### src/rtl/mmu_pkg.sv
// Shared definitions for the matrix-unit feed sequencer: counter width and FSM encoding.
package mmu_pkg;

  localparam int CNT_W = 5;

  typedef enum logic [1:0] {
    ST_IDLE  = 2'd0,
    ST_FEED  = 2'd1,
    ST_DRAIN = 2'd2,
    ST_DONE  = 2'd3
  } state_e;

endpackage : mmu_pkg

### src/rtl/step_dec.sv
// Combinational a - b (b is one bit) as a ripple of full adders: a + {W{b}} is a - b mod 2**W.
module step_dec
  import mmu_pkg::*;
#(
  parameter int CNT_W = mmu_pkg::CNT_W
) (
  input  logic [CNT_W-1:0] a_i,
  input  logic             b_i,
  output logic [CNT_W-1:0] y_o
);

  logic [CNT_W:0] carry;

  assign carry[0] = 1'b0;

  genvar gi;
  generate
    for (gi = 0; gi < CNT_W; gi++) begin : g_fa
      // Subtrahend of 1 is all-ones in two's complement, so every adder sees b_i.
      assign y_o[gi]       = a_i[gi] ^ b_i ^ carry[gi];
      assign carry[gi + 1] = (a_i[gi] & b_i) | (carry[gi] & (a_i[gi] ^ b_i));
    end
  endgenerate

endmodule : step_dec

### src/rtl/mmu_feed_sequencer.sv
// Row-feed sequencer: issues descending row indices for a job, drains the array, then pulses done.
module mmu_feed_sequencer
  import mmu_pkg::*;
#(
  parameter int CNT_W     = mmu_pkg::CNT_W,
  parameter int DRAIN_CYC = 4
) (
  input  logic             clk,
  input  logic             rst_n,
  input  logic             start_i,
  input  logic [CNT_W-1:0] len_i,
  input  logic             stall_i,
  input  logic             abort_i,
  output logic             ready_o,
  output logic             feed_valid_o,
  output logic [CNT_W-1:0] feed_idx_o,
  output logic             drain_o,
  output logic             done_o
);

  localparam logic [CNT_W-1:0] CNT_ONE   = CNT_W'(1);
  localparam logic [CNT_W-1:0] DRAIN_LEN = CNT_W'(DRAIN_CYC);

  state_e           state_q, state_d;
  logic [CNT_W-1:0] cnt_q, cnt_d;
  logic             step_b;
  logic [CNT_W-1:0] dec_out;

  // Only active counting states step, and never while stalled, so cnt is never stepped at 0.
  assign step_b = ((state_q == ST_FEED) || (state_q == ST_DRAIN)) && !stall_i;

  step_dec #(.CNT_W(CNT_W)) u_step_dec (
    .a_i (cnt_q),
    .b_i (step_b),
    .y_o (dec_out)
  );

  always_comb begin
    state_d = state_q;
    cnt_d   = cnt_q;
    unique case (state_q)
      ST_IDLE: begin
        if (start_i) begin
          if (len_i != '0) begin
            state_d = ST_FEED;
            cnt_d   = len_i;
          end else begin
            state_d = ST_DONE;
          end
        end
      end
      ST_FEED: begin
        cnt_d = dec_out;
        if (!stall_i && (cnt_q == CNT_ONE)) begin
          if (DRAIN_CYC == 0) begin
            state_d = ST_DONE;
          end else begin
            state_d = ST_DRAIN;
            cnt_d   = DRAIN_LEN;
          end
        end
      end
      ST_DRAIN: begin
        cnt_d = dec_out;
        if (!stall_i && (cnt_q == CNT_ONE)) begin
          state_d = ST_DONE;
        end
      end
      ST_DONE: begin
        state_d = ST_IDLE;
      end
      default: begin
        state_d = ST_IDLE;
        cnt_d   = '0;
      end
    endcase
    // Abort overrides every transition, including a start arriving in the same cycle.
    if (abort_i) begin
      state_d = ST_IDLE;
      cnt_d   = '0;
    end
  end

  always_ff @(posedge clk or negedge rst_n) begin
    if (!rst_n) begin
      state_q <= ST_IDLE;
      cnt_q   <= '0;
    end else begin
      state_q <= state_d;
      cnt_q   <= cnt_d;
    end
  end

  assign ready_o      = (state_q == ST_IDLE);
  assign feed_valid_o = (state_q == ST_FEED) && !stall_i;
  assign feed_idx_o   = (state_q == ST_FEED) ? (cnt_q - CNT_ONE) : '0;
  assign drain_o      = (state_q == ST_DRAIN);
  assign done_o       = (state_q == ST_DONE);

endmodule : mmu_feed_sequencer
### config.mk
export PLATFORM = sky130hd
export DESIGN_NAME = mmu_feed_sequencer
export DESIGN_NICKNAME = d
export VERILOG_FILES = /design/src/rtl/mmu_pkg.sv /design/src/rtl/step_dec.sv /design/src/rtl/mmu_feed_sequencer.sv
export SDC_FILE = /design/constraint.sdc
export NUM_CORES = 1
export LEC_CHECK = 0
export CAP_MARGIN = 20
export CORE_MARGIN = 1.5
export CORE_UTILIZATION = 50
export CTS_BUF_LIST = sky130_fd_sc_hd__clkbuf_8
export DETAILED_ROUTE_END_ITERATION = 8
export PLACE_DENSITY_LB_ADDON = 0.3
export RECOVER_POWER = 100
export SYNTH_ARGS = -nofsm -noshare
export SYNTH_HDL_FRONTEND = slang
export SYNTH_HIERARCHICAL = 1
export SYNTH_SLANG_ARGS = --single-unit
### constraint.sdc
create_clock -name clk -period 4.3 [get_ports clk]
set_input_delay 0.645 -clock clk [delete_from_list [all_inputs] [get_ports clk]]
set_output_delay 0.645 -clock clk [all_outputs]
set_load 0.01 [all_outputs]
==> flow_summary.json, run 1 <==
{
  "ir_worst_vdd_mv": 0.398,
  "via_per_inst": 5.70,
  "ant_nets": 0,
  "clock.fmax_ghz": 0.298,
  "htreeDepth": 1,
  "synth-edff-count": 0,
  "grt_pass1_wl_um": 2910,
  "fp.dieH_um": 41.7,
  "dpl.cell_count": 117,
  "grt-ovfl-total": 0,
  "dr.pass1.iters": 4,
  "path_class": "flop to flop",
  "cts_tree": "yes",
  "fin_crit_ps": 3350,
  "drt_iter0_markers": 11,
  "power_frac_comb_pct": 57.5,
  "start_util_pct": 55.3,
  "rsz0062_at_grt": "no",
  "outcome": "finished, final reports clean",
  "post-place-ws_ps": 883,
  "cp_max_fo": 17,
  "wl_um": 1600,
  "cts-resized-gates": 0,
  "die-area_um2": 1730,
  "holdWs_ps": 567,
  "power.leakage_nw": 0.455,
  "place_hpwl_um": 1250,
  "netlist_top_cells_count": "inv_1, dfrtp_1, ha_1",
  "worst_slew_pin_slew_ps": 425,
  "area_growth_pct": 31.0,
  "pwr-share-clk_pct": 19.9,
  "p_sw_share_pct": 39.7,
  "grt_max_degree": 18,
  "gp_congestion": 0.803,
  "grt_antenna_before_repair": 0,
  "synth_area_um2": 747,
  "synth_flop_cell": "dfrtp_1",
  "ys_seq_area_share_pct": 23.5,
  "required_ps": 4390,
  "core_area_um2": 1350,
  "yosys.area.top_type": "dfrtp_1",
  "cts_sinks": 7,
  "yosysUniqueCellTypes": 27,
  "end_kind": "flop",
  "io_pins": 19,
  "root_buffer": "clkbuf_8",
  "synth_top_cell_area_share_pct": 23.5,
  "hold_class": "flop to flop",
  "power_density_nw_per_um2": 457,
  "synth.most_common_cell": "inv_1",
  "ys_ff_latch": 7,
  "avgSynthCellArea_um2": 8.69,
  "instances_no_fill": 121,
  "grt_pass1_vias": 712,
  "nets": 127,
  "clock_skew_ps": 1.60,
  "relSlewSlack_pct": 71.6,
  "clock_path_buffers": 2,
  "synthTopCellsByArea": "dfrtp_1, ha_1, fa_1, inv_1, o2bb2ai_1",
  "die_w_um": 41.7,
  "fin_tns_setup_ps": 0,
  "worst_setup_path_start_kind": "flop",
  "numCtsBuffers": 3,
  "async_flop_share_pct": 100,
  "grt_usage_pct": 21.9,
  "clock_latency_ps": 220,
  "power.internal_w": 0.000270,
  "port_buffers": 18,
  "slew_violations": 0,
  "diodes": 0,
  "drc_errors": 0,
  "wl_per_cell_um": 13.2,
  "p_seq_share_pct": 22.6,
  "postCtsSetupRepairBufs": 0,
  "vias": 690,
  "postSynthCellCount": 86,
  "cap_viol_max_count": 0,
  "path_clk_slew_ps": 40,
  "final_core_util_pct": 72.5,
  "ys_warn_count": 6,
  "power.switching_w": 0.000178,
  "final_layout_size_suffix_gt1_share_pct": 3.77,
  "hold_buffers": 0,
  "setup_ws_ps": 949,
  "finalCritPeriodShare_pct": 77.9,
  "synth_nets": 106,
  "std_cell_rows": 13,
  "final-setup-viol-count": 0,
  "crit_arrival_ps": 3450,
  "finalHoldViolCount": 0
}
## cell families (layout without fill, tap and decap cells)
family / after synthesis / after routing / synth area share (%)
and+or+nand+nor: 26 / 26 / 20.1
AOI/OAI and AO/OA: 23 / 23 / 21.9
buffers and inverters: 16 / 36 / 8.04
adders and majority gates: 10 / 10 / 19.8
DFF: 7 / 7 / 23.5
xor gates and xnor gates: 4 / 4 / 6.70
## flip-flops by register name, indices dropped and copies added (netlist names)
| name | count |
|---|---|
| cnt_q | 5 |
| state_q | 2 |
## power by group through the flow
stage	combinational, W	clock [W]	sequential (W)
after detailed placement	0.000265	0	0.000102
after global placement	0.000259	0	0.000102
after global routing	0.000291	0.0000953	0.000103
final	0.000257	0.0000888	0.000101
after floorplan	0.000179	0	0.0000957
after CTS	0.000268	0.0000900	0.000101
## through the flow
step	area, µm²	power, W
floorplan	747	0.000275
global placement	938	0.000361
detailed placement	938	0.000367
CTS	983	0.000459
global route	978	0.000489
finish	978	0.000447
## area by class of cell
| cell class | count | area [µm²] |
|---|---|---|
| Clock buffer | 3 | 41.3 |
| Fill cell | 116 | 372 |
| Timing Repair Buffer | 18 | 180 |
| Tap cell | 15 | 18.8 |
| Multi-Input combinational cell | 63 | 507 |
| Sequential cell | 7 | 175 |
| Clock inverter | 1 | 3.75 |
| Inverter | 14 | 52.6 |
## layout by cell type (no fill, tap or decap)
cell type and instances:
a211o_1 1, a21oi_1 3, a221o_1 1, a31oi_1 1, a41oi_1 4, and2_0 2
and2_1 1, and2b_1 1, clkbuf_8 3, clkdlybuf4s50_1 10, dfrtp_1 7, dlygate4sd3_1 8
fa_1 3, ha_1 7, inv_1 15, nand2_1 3, nand3_1 4, nor2_1 4
nor2b_1 6, nor3_1 2, nor3_2 1, nor3b_1 1, o211a_1 1, o21ai_0 5
o21ai_1 2, o2bb2ai_1 5, or4_1 1, xnor2_1 1, xor2_1 2, xor3_1 1
## worst max-delay path, stage by stage (launching register included)
cell	delay, ps
dfrtp_1	390
inv_1	80
ha_1	540
nor2b_1	440
ha_1	220
inv_1	50
fa_1	360
inv_1	70
fa_1	170
fa_1	180
xor3_1	240
nand3_1	90
o21ai_0	80
a41oi_1	200
o2bb2ai_1	80
## final timing paths
kind                                         from                     end  slack, ps  depth (start not counted)
min                          cnt_q[1]$_DFFE_PN0P_    cnt_q[1]$_DFFE_PN0P_        570                          1
min in group asynchronous                   rst_n  state_q[0]$_DFFE_PN0P_        740                          1
min reg2reg                  cnt_q[1]$_DFFE_PN0P_    cnt_q[1]$_DFFE_PN0P_        570                          1
max in group asynchronous                   rst_n    cnt_q[4]$_DFFE_PN0P_       3340                          1
max reg2reg                state_q[0]$_DFFE_PN0P_    cnt_q[4]$_DFFE_PN0P_        950                         14
max                        state_q[0]$_DFFE_PN0P_    cnt_q[4]$_DFFE_PN0P_        950                         14
## metal layers
metal	global-route usage (%)	wire (µm)	part of all wire (%)	up-vias
li1	-	-	-	341
met1	24.2	666	42	317
met2	40.6	832	52	30
met3	4.35	85	5.3	2
met4	7.74	14	0.88	0
met5	0	0	0	-
Power figures use the tool's default switching activity.
==> run 2: changes to the inputs <==
clock period = 3.13 ns   (was 4.3 ns; I/O delays follow)
==> run 2 against run 1 <==
Effect of this change:
- via count rose by 2.3%
- sequential power rose by 36%
- sequential share of layout area fell by 0.60 points
- critical path type is now input pin to flop
- largest cell class unchanged
- critical endpoint is now cnt_q[3]$_DFFE_PN0P_
==> flow_summary.json, run 2 (synthesis gave the netlist of run 1 again) <==
{
  "fp.dieH_um": 41.7,
  "die_w_um": 41.7,
  "grt_antenna_before_repair": 0,
  "grt_pass1_wl_um": 2830,
  "wl_per_cell_um": 13.4,
  "path_clk_slew_ps": 40,
  "diodes": 0,
  "hold_class": "input pin to async pin",
  "start_util_pct": 55.3,
  "dr.pass1.iters": 4,
  "grt-ovfl-total": 0,
  "crit_arrival_ps": 3060,
  "multi_input_area_um2": 514,
  "worst_path_max_delay_cell": "dlygate4sd3_1",
  "cts_tree": "yes",
  "area_growth_pct": 35.5,
  "fin_tns_setup_ps": 0,
  "place_hpwl_um": 1290,
  "grt_pass1_vias": 656,
  "htreeDepth": 1,
  "outcome": "finished, final reports clean",
  "ant_nets": 0,
  "grt_max_degree": 17,
  "cp_max_fo": 5,
  "finalCritPeriodShare_pct": 94.6,
  "clock_latency_ps": 220,
  "relSlewSlack_pct": 73.6,
  "end_kind": "flop",
  "critical_path.cell_chain": "dlygate4sd3_1 -> nor2b_4 -> ha_1 -> inv_1 -> fa_1 -> inv_1 -> fa_1 -> fa_1 -> nand3_1 -> o21ai_0 -> a41oi_1 -> o2bb2ai_1",
  "power_w": 0.000640,
  "worst_setup_path_start_kind": "input pin",
  "final_layout_size_suffix_gt1_share_pct": 7.27,
  "reg2regPathDepth": 13,
  "io_pins": 19,
  "root_buffer": "clkbuf_8",
  "regArea_um2": 175,
  "rsz0062_at_grt": "no",
  "power.leakage_nw": 0.472,
  "critPathBufInv": 3,
  "fin_crit_ps": 2960,
  "gp_congestion": 0.796,
  "cap_viol_max_count": 0,
  "final_cell_area_um2": 1010,
  "power_density_nw_per_um2": 633,
  "rrSetupSlack_ps": 200,
  "std_cell_rows": 13,
  "path_common_cell": "fa_1",
  "crit_family": "adder cells",
  "final-setup-viol-count": 0,
  "numCtsBuffers": 3,
  "cts_sinks": 7,
  "grt_usage_pct": 20.9,
  "worst_slew_pin_slew_ps": 396,
  "largest_register": "cnt_q",
  "slew_violations": 0,
  "final_common_cell": "inv_1",
  "drt_iter0_markers": 29,
  "finalHoldViolCount": 0,
  "slowest_delay_ps": 590,
  "top_regs": "cnt_q x5, state_q x2",
  "clock_path_buffers": 2,
  "largest_reg_flops": 5,
  "timing.rr.start": "state_q[1]$_DFFE_PN0P_",
  "ir_worst_vdd_mv": 0.652,
  "drc_errors": 0,
  "path_class": "input pin to flop",
  "wl_um": 1670,
  "final_cell_mix": "inv_1, clkdlybuf4s50_1, dlygate4sd3_1, ha_1, dfrtp_1",
  "clock.fmax_ghz": 0.338,
  "timing.rr.end": "cnt_q[3]$_DFFE_PN0P_",
  "clock_skew_ps": 0.843,
  "core_area_um2": 1350,
  "fill_cells": 109,
  "required_ps": 3220,
  "placed_area_um2": 956,
  "nets": 131,
  "vias": 706,
  "hold_buffers": 0,
  "via_per_inst": 5.65,
  "port_buffers": 18,
  "die-area_um2": 1730
}
run 2: changes by cell type in the layout (fill, tap and decap cells not counted):
cell	before	now
buf_4	0	3
and2_0	2	3
and2_1	1	0
clkbuf_1	0	1
nor2b_1	6	5
nor2b_4	0	1
o21ai_0	5	4
o21ai_1	2	3
run 2: cell type report:
class,instances,share of cell area [%]
Clock inverter,1,0.371
Timing Repair Buffer,22,20.4
Sequential cell,7,17.3
Clock buffer,3,4.08
Multi-Input combinational cell,63,50.8
Tap cell,15,1.85
Inverter,14,5.19
run 2: how the worst max path moves through the flow:
| stage | start | to | slack (ps) | cells past startpoint |
|---|---|---|---|---|
| final | stall_i | cnt_q[3]$_DFFE_PN0P_ | 170 | 12 |
| after global routing | state_q[1]$_DFFE_PN0P_ | cnt_q[4]$_DFFE_PN0P_ | 10 | 14 |
| after CTS | state_q[0]$_DFFE_PN0P_ | cnt_q[3]$_DFFE_PN0P_ | 140 | 13 |
| after detailed placement | stall_i | cnt_q[3]$_DFFE_PN0P_ | 60 | 12 |
| after global placement | stall_i | cnt_q[3]$_DFFE_PN0P_ | 110 | 12 |
| after floorplan | state_q[0]$_DFFE_PN0P_ | cnt_q[3]$_DFFE_PN0P_ | 70 | 14 |
run 2: metrics by stage:
stage          utilization (%)  cells  hold WS [ps]  setup WS [ps]
5_1_grt                   75.0    125           607           14.6
3_5_place_dp              70.8    119           574           55.0
3_3_place_gp              70.8    119           569            111
4_1_cts                   74.1    123           514            136
2_1_floorplan                -     86           174           66.6
6_report                  75.0    125           573            168
run 2: what timing repair did:
action | in CTS | in global routing
setup endpoints to repair | 0 | 2
setup buffers | 0 | 2
gates resized for setup | 0 | 1
run 2: power by group:
part | leakage, nW | total (W) | internal (W) | switching [W]
Clock | 0.0269 | 0.000122 | 0.0000846 | 0.0000376
Sequential | 0.0942 | 0.000137 | 0.000109 | 0.0000279
Combinational | 0.351 | 0.000381 | 0.000194 | 0.000187
run 2: routing by layer:
| metal | wire length [µm] | track usage [%] | vias to the layer above |
|---|---|---|---|
| li1 | - | - | 346 |
| met1 | 684 | 26.6 | 318 |
| met2 | 867 | 37.8 | 42 |
| met3 | 118 | 3.91 | 0 |
| met4 | 0 | 1.94 | 0 |
| met5 | 0 | 0 | - |
==> variant 1, RTL diff (settings of run 1) <==
Re-encode `state_e` (4 states) as one-hot, 4 bits wide.
--- a/src/rtl/mmu_pkg.sv
+++ b/src/rtl/mmu_pkg.sv
@@ -3,11 +3,11 @@
 
   localparam int CNT_W = 5;
 
-  typedef enum logic [1:0] {
-    ST_IDLE  = 2'd0,
-    ST_FEED  = 2'd1,
-    ST_DRAIN = 2'd2,
-    ST_DONE  = 2'd3
+  typedef enum logic [3:0] {
+    ST_IDLE  = 4'b0001,
+    ST_FEED  = 4'b0010,
+    ST_DRAIN = 4'b0100,
+    ST_DONE  = 4'b1000
   } state_e;
 
 endpackage : mmu_pkg
Formal check against the unedited RTL: same outputs for any inputs over 10 cycles, from zero or initial values and one cycle with rst_n low; not proved beyond that.
==> variant 1 against run 1 <==
  * Setup slack improved by 0.24 ns
  * Largest cell class unchanged
  * Synthesized area rose by 6.4%
  * Clock skew rose by 0.0019 ns
  * Sequential cell count rose by 2
  * Routed wire length rose by 1.0%
  * Cell count rose by 1.7%
  * Design area rose by 2.7%
  * Global-route usage fell by 1.6 points
Power is not compared: it rests on default switching activity, and its combinational part moved more than twofold at a synthesized area within 25%.
==> variant 1: results <==
global_route:
  grt_pass1_vias: 667
  gr-usage-met3_pct: 3.83
  grt_util_met1_pct: 29.9
  grt_max_degree: 10
synth:
  synth_xor_area_share_pct: 6.30
  ys_seq_elements: 9
  synth_common_cells: "17 x nor2_1, 8 x dfrtp_1, 8 x inv_1"
  synth-compound-area-share_pct: 23.6
  ys_types: 33
  muxShareOfSynthArea_pct: 1.26
  yosys.area_share.adder_pct: 12.3
  synth_nets: 102
  ys_seq_area_share_pct: 28.5
  avgSynthCellArea_um2: 9.24
route:
  drt-met1-wl_um: 758
  wl_met2_um: 737
  drt_iter0_drc: 13
  avgRoutedWirePerCell_um: 13.1
place:
  place_area_um2: 991
  gp_congestion: 0.780
  dpl_worst_slack_ns: 1.02
finish:
  reg_top3: "cnt_q (5), state_q (4)"
  clock_cell_area_share_pct: 4.48
  inverters_excl_clock: 9
  seq_area_um2: 226
  nonClkBufAreaFrac_pct: 17.9
  drive_gt1_share_pct: 8.41
  multi_input_gates: 67
  sh_seq_area_pct: 22.5
worst_setup_path:
  rrSetupSlack_ns: 1.22
  crit_path_max_incr_delay_ns: 0.57
  crit_slowest_cell: "dlygate4sd3_1"
  reg2reg_depth: 12
  reg2reg_from: "state_q[1]"
outcome:
  status: "finished, final reports clean"
timing:
  fin_hold_ws_ns: 0.562
  tightestPinTransition_ns: 0.458
  fin_skew_ns: 0.00352
-- variant 1: cell count changes after synthesis, moves of 2 or more --
cell,before,now
nand3_1,4,0
and2_1,3,0
o21ai_4,0,2
a22oi_1,0,4
o21ai_0,4,0
nor2b_1,6,2
inv_1,14,8
nor2_1,4,17
ha_1,7,3
a21oi_2,0,2
a41oi_1,4,0
-- variant 1: through the flow --
| step | power, uW | utilization [%] |
|---|---|---|
| after floorplan | 147 | - |
| after global placement | 174 | 66.6 |
| after detailed placement | 176 | 66.6 |
| after CTS | 270 | 69.6 |
| after global routing | 280 | 67.5 |
| final | 261 | 67.5 |
-- variant 1: worst register-to-register path: stages (launching register included) --
cell and delay [ns]:
dfrtp_1 0.45, and2b_1 0.23, o21ai_1 0.24, nor2_1 0.17, ha_1 0.22, inv_1 0.07
fa_1 0.15, inv_1 0.05, fa_1 0.37, fa_1 0.40, xor3_1 0.36, a22oi_1 0.17
o2bb2ai_1 0.09
==> variant 2, RTL diff (settings of run 1) <==
Without the edit above. `CNT_W`: 5 -> 10.
--- a/src/rtl/mmu_pkg.sv
+++ b/src/rtl/mmu_pkg.sv
@@ -1,7 +1,7 @@
 // Shared definitions for the matrix-unit feed sequencer: counter width and FSM encoding.
 package mmu_pkg;
 
-  localparam int CNT_W = 5;
+  localparam int CNT_W = 10;
 
   typedef enum logic [1:0] {
     ST_IDLE  = 2'd0,
Interface: changed (resized feed_idx_o and len_i); port bits go from 19 to 29. No check against the original RTL was run, so the function may have changed too.
==> variant 2 against run 1 <==
  * Setup slack worse by 0.84 ns
  * Synthesized area is 71% higher
  * Routed wire length is 110% higher
  * Non-clock buffer count increased by 20
  * Largest power group unchanged
  * Design area grew 78%
  * Via count increased by 78%
  * Critical endpoint is now cnt_q[9]
  * Total power rose to 3.2 times the old value
  * Sequential cell count grew 5
==> variant 2: results <==
finish:
  drive_gt1_share_pct: 18.4
synth:
  synthesis.instances: 141
  muxShareOfSynthArea_pct: 1.57
  synth_area_leaders: "dfrtp_1 24%, fa_1 13%, o21ai_0 7.1%"
  yosys.area_share.adder_pct: 19.4
  synth_xor_area_share_pct: 5.99
  ys_types: 38
  synth-compound-area-share_pct: 19.5
  ys_seq_area_share_pct: 23.6
  synth_common_cells: "18 x o21ai_0, 14 x nor2b_1, 12 x dfrtp_1"
route:
  vias: 1227
  drt_iter0_drc: 30
place:
  io_buffers: 28
  place_area_um2: 1670
  gp_congestion: 0.870
  dp.cells: 203
outcome:
  status: "finished, final reports clean"
timing:
  fin_skew_ns: 0.00283
  tightestPinTransition_ns: 0.580
worst_setup_path:
  crit_path_max_incr_delay_ns: 0.39
  cp_max_fo: 3
  crit_slowest_cell: "dfrtp_1"
  cp_data_arrival_time_ns: 4.30
power:
  vdd_drop_max_mv: 0.538
global_route:
  grt_pass1_wl_um: 5520
clocking:
  clock_latency_ns: 0.24
==> variant 2: changes by cell type in the layout (fill, tap and decap cells not counted), sizes merged, moves of 5 or more <==
| cell | change |
|---|---|
| dfrtp | +5 |
| o2bb2ai | -5 |
| nor4 | +6 |
| clkdlybuf4s50 | +12 |
| fa | +5 |
| a21oi | +8 |
| buf | +10 |
| nor2b | +8 |
| inv | -5 |
| o21ai | +15 |
==> variant 2: path summary, 6_finish.rpt <==
| kind | startpoint | endpoint | slack, ns | cells after the start |
|---|---|---|---|---|
| setup / recovery | state_q[0] | cnt_q[9] | 0.11 | 17 |
| hold / removal | cnt_q[1] | cnt_q[1] | 0.64 | 2 |
| setup reg to reg | state_q[0] | cnt_q[9] | 0.11 | 17 |
| hold reg to reg | cnt_q[1] | cnt_q[1] | 0.64 | 2 |
| max in group asynchronous | rst_n | state_q[0] | 3.08 | 1 |
| min in group asynchronous | rst_n | cnt_q[3] | 0.84 | 1 |
==> variant 2: timing repair <==
action                     in CTS  in global routing
pin swaps                       8                  8
setup endpoints to repair       2                  2
resized for setup               4                  0
buffers inserted                1                  1
==> variant 2: area by class of cell <==
type	instances	area (um^2)
multi-input cells	115	960
fillers	189	688
repair buffers	38	354
flip-flops and latches	12	300
clock buffers	4	55.1
inverters	10	37.5
well taps	30	37.5
==> variant 2: power by group through the flow <==
stage / clock (uW) / combinational (uW) / sequential [uW]
global route: 134 / 1140 / 262
CTS: 127 / 1020 / 252
finish: 123 / 1030 / 254
detailed placement: 0 / 1010 / 253
floorplan: 0 / 669 / 236
global placement: 0 / 979 / 249
==> variant 2: routing by layer <==
layer,vias to the layer above,wire (um),global-route usage [%]
li1,577,-,-
met1,579,1370,34.5
met2,59,1670,44.2
met3,12,188,4.52
met4,0,131,17.5
met5,-,0,0
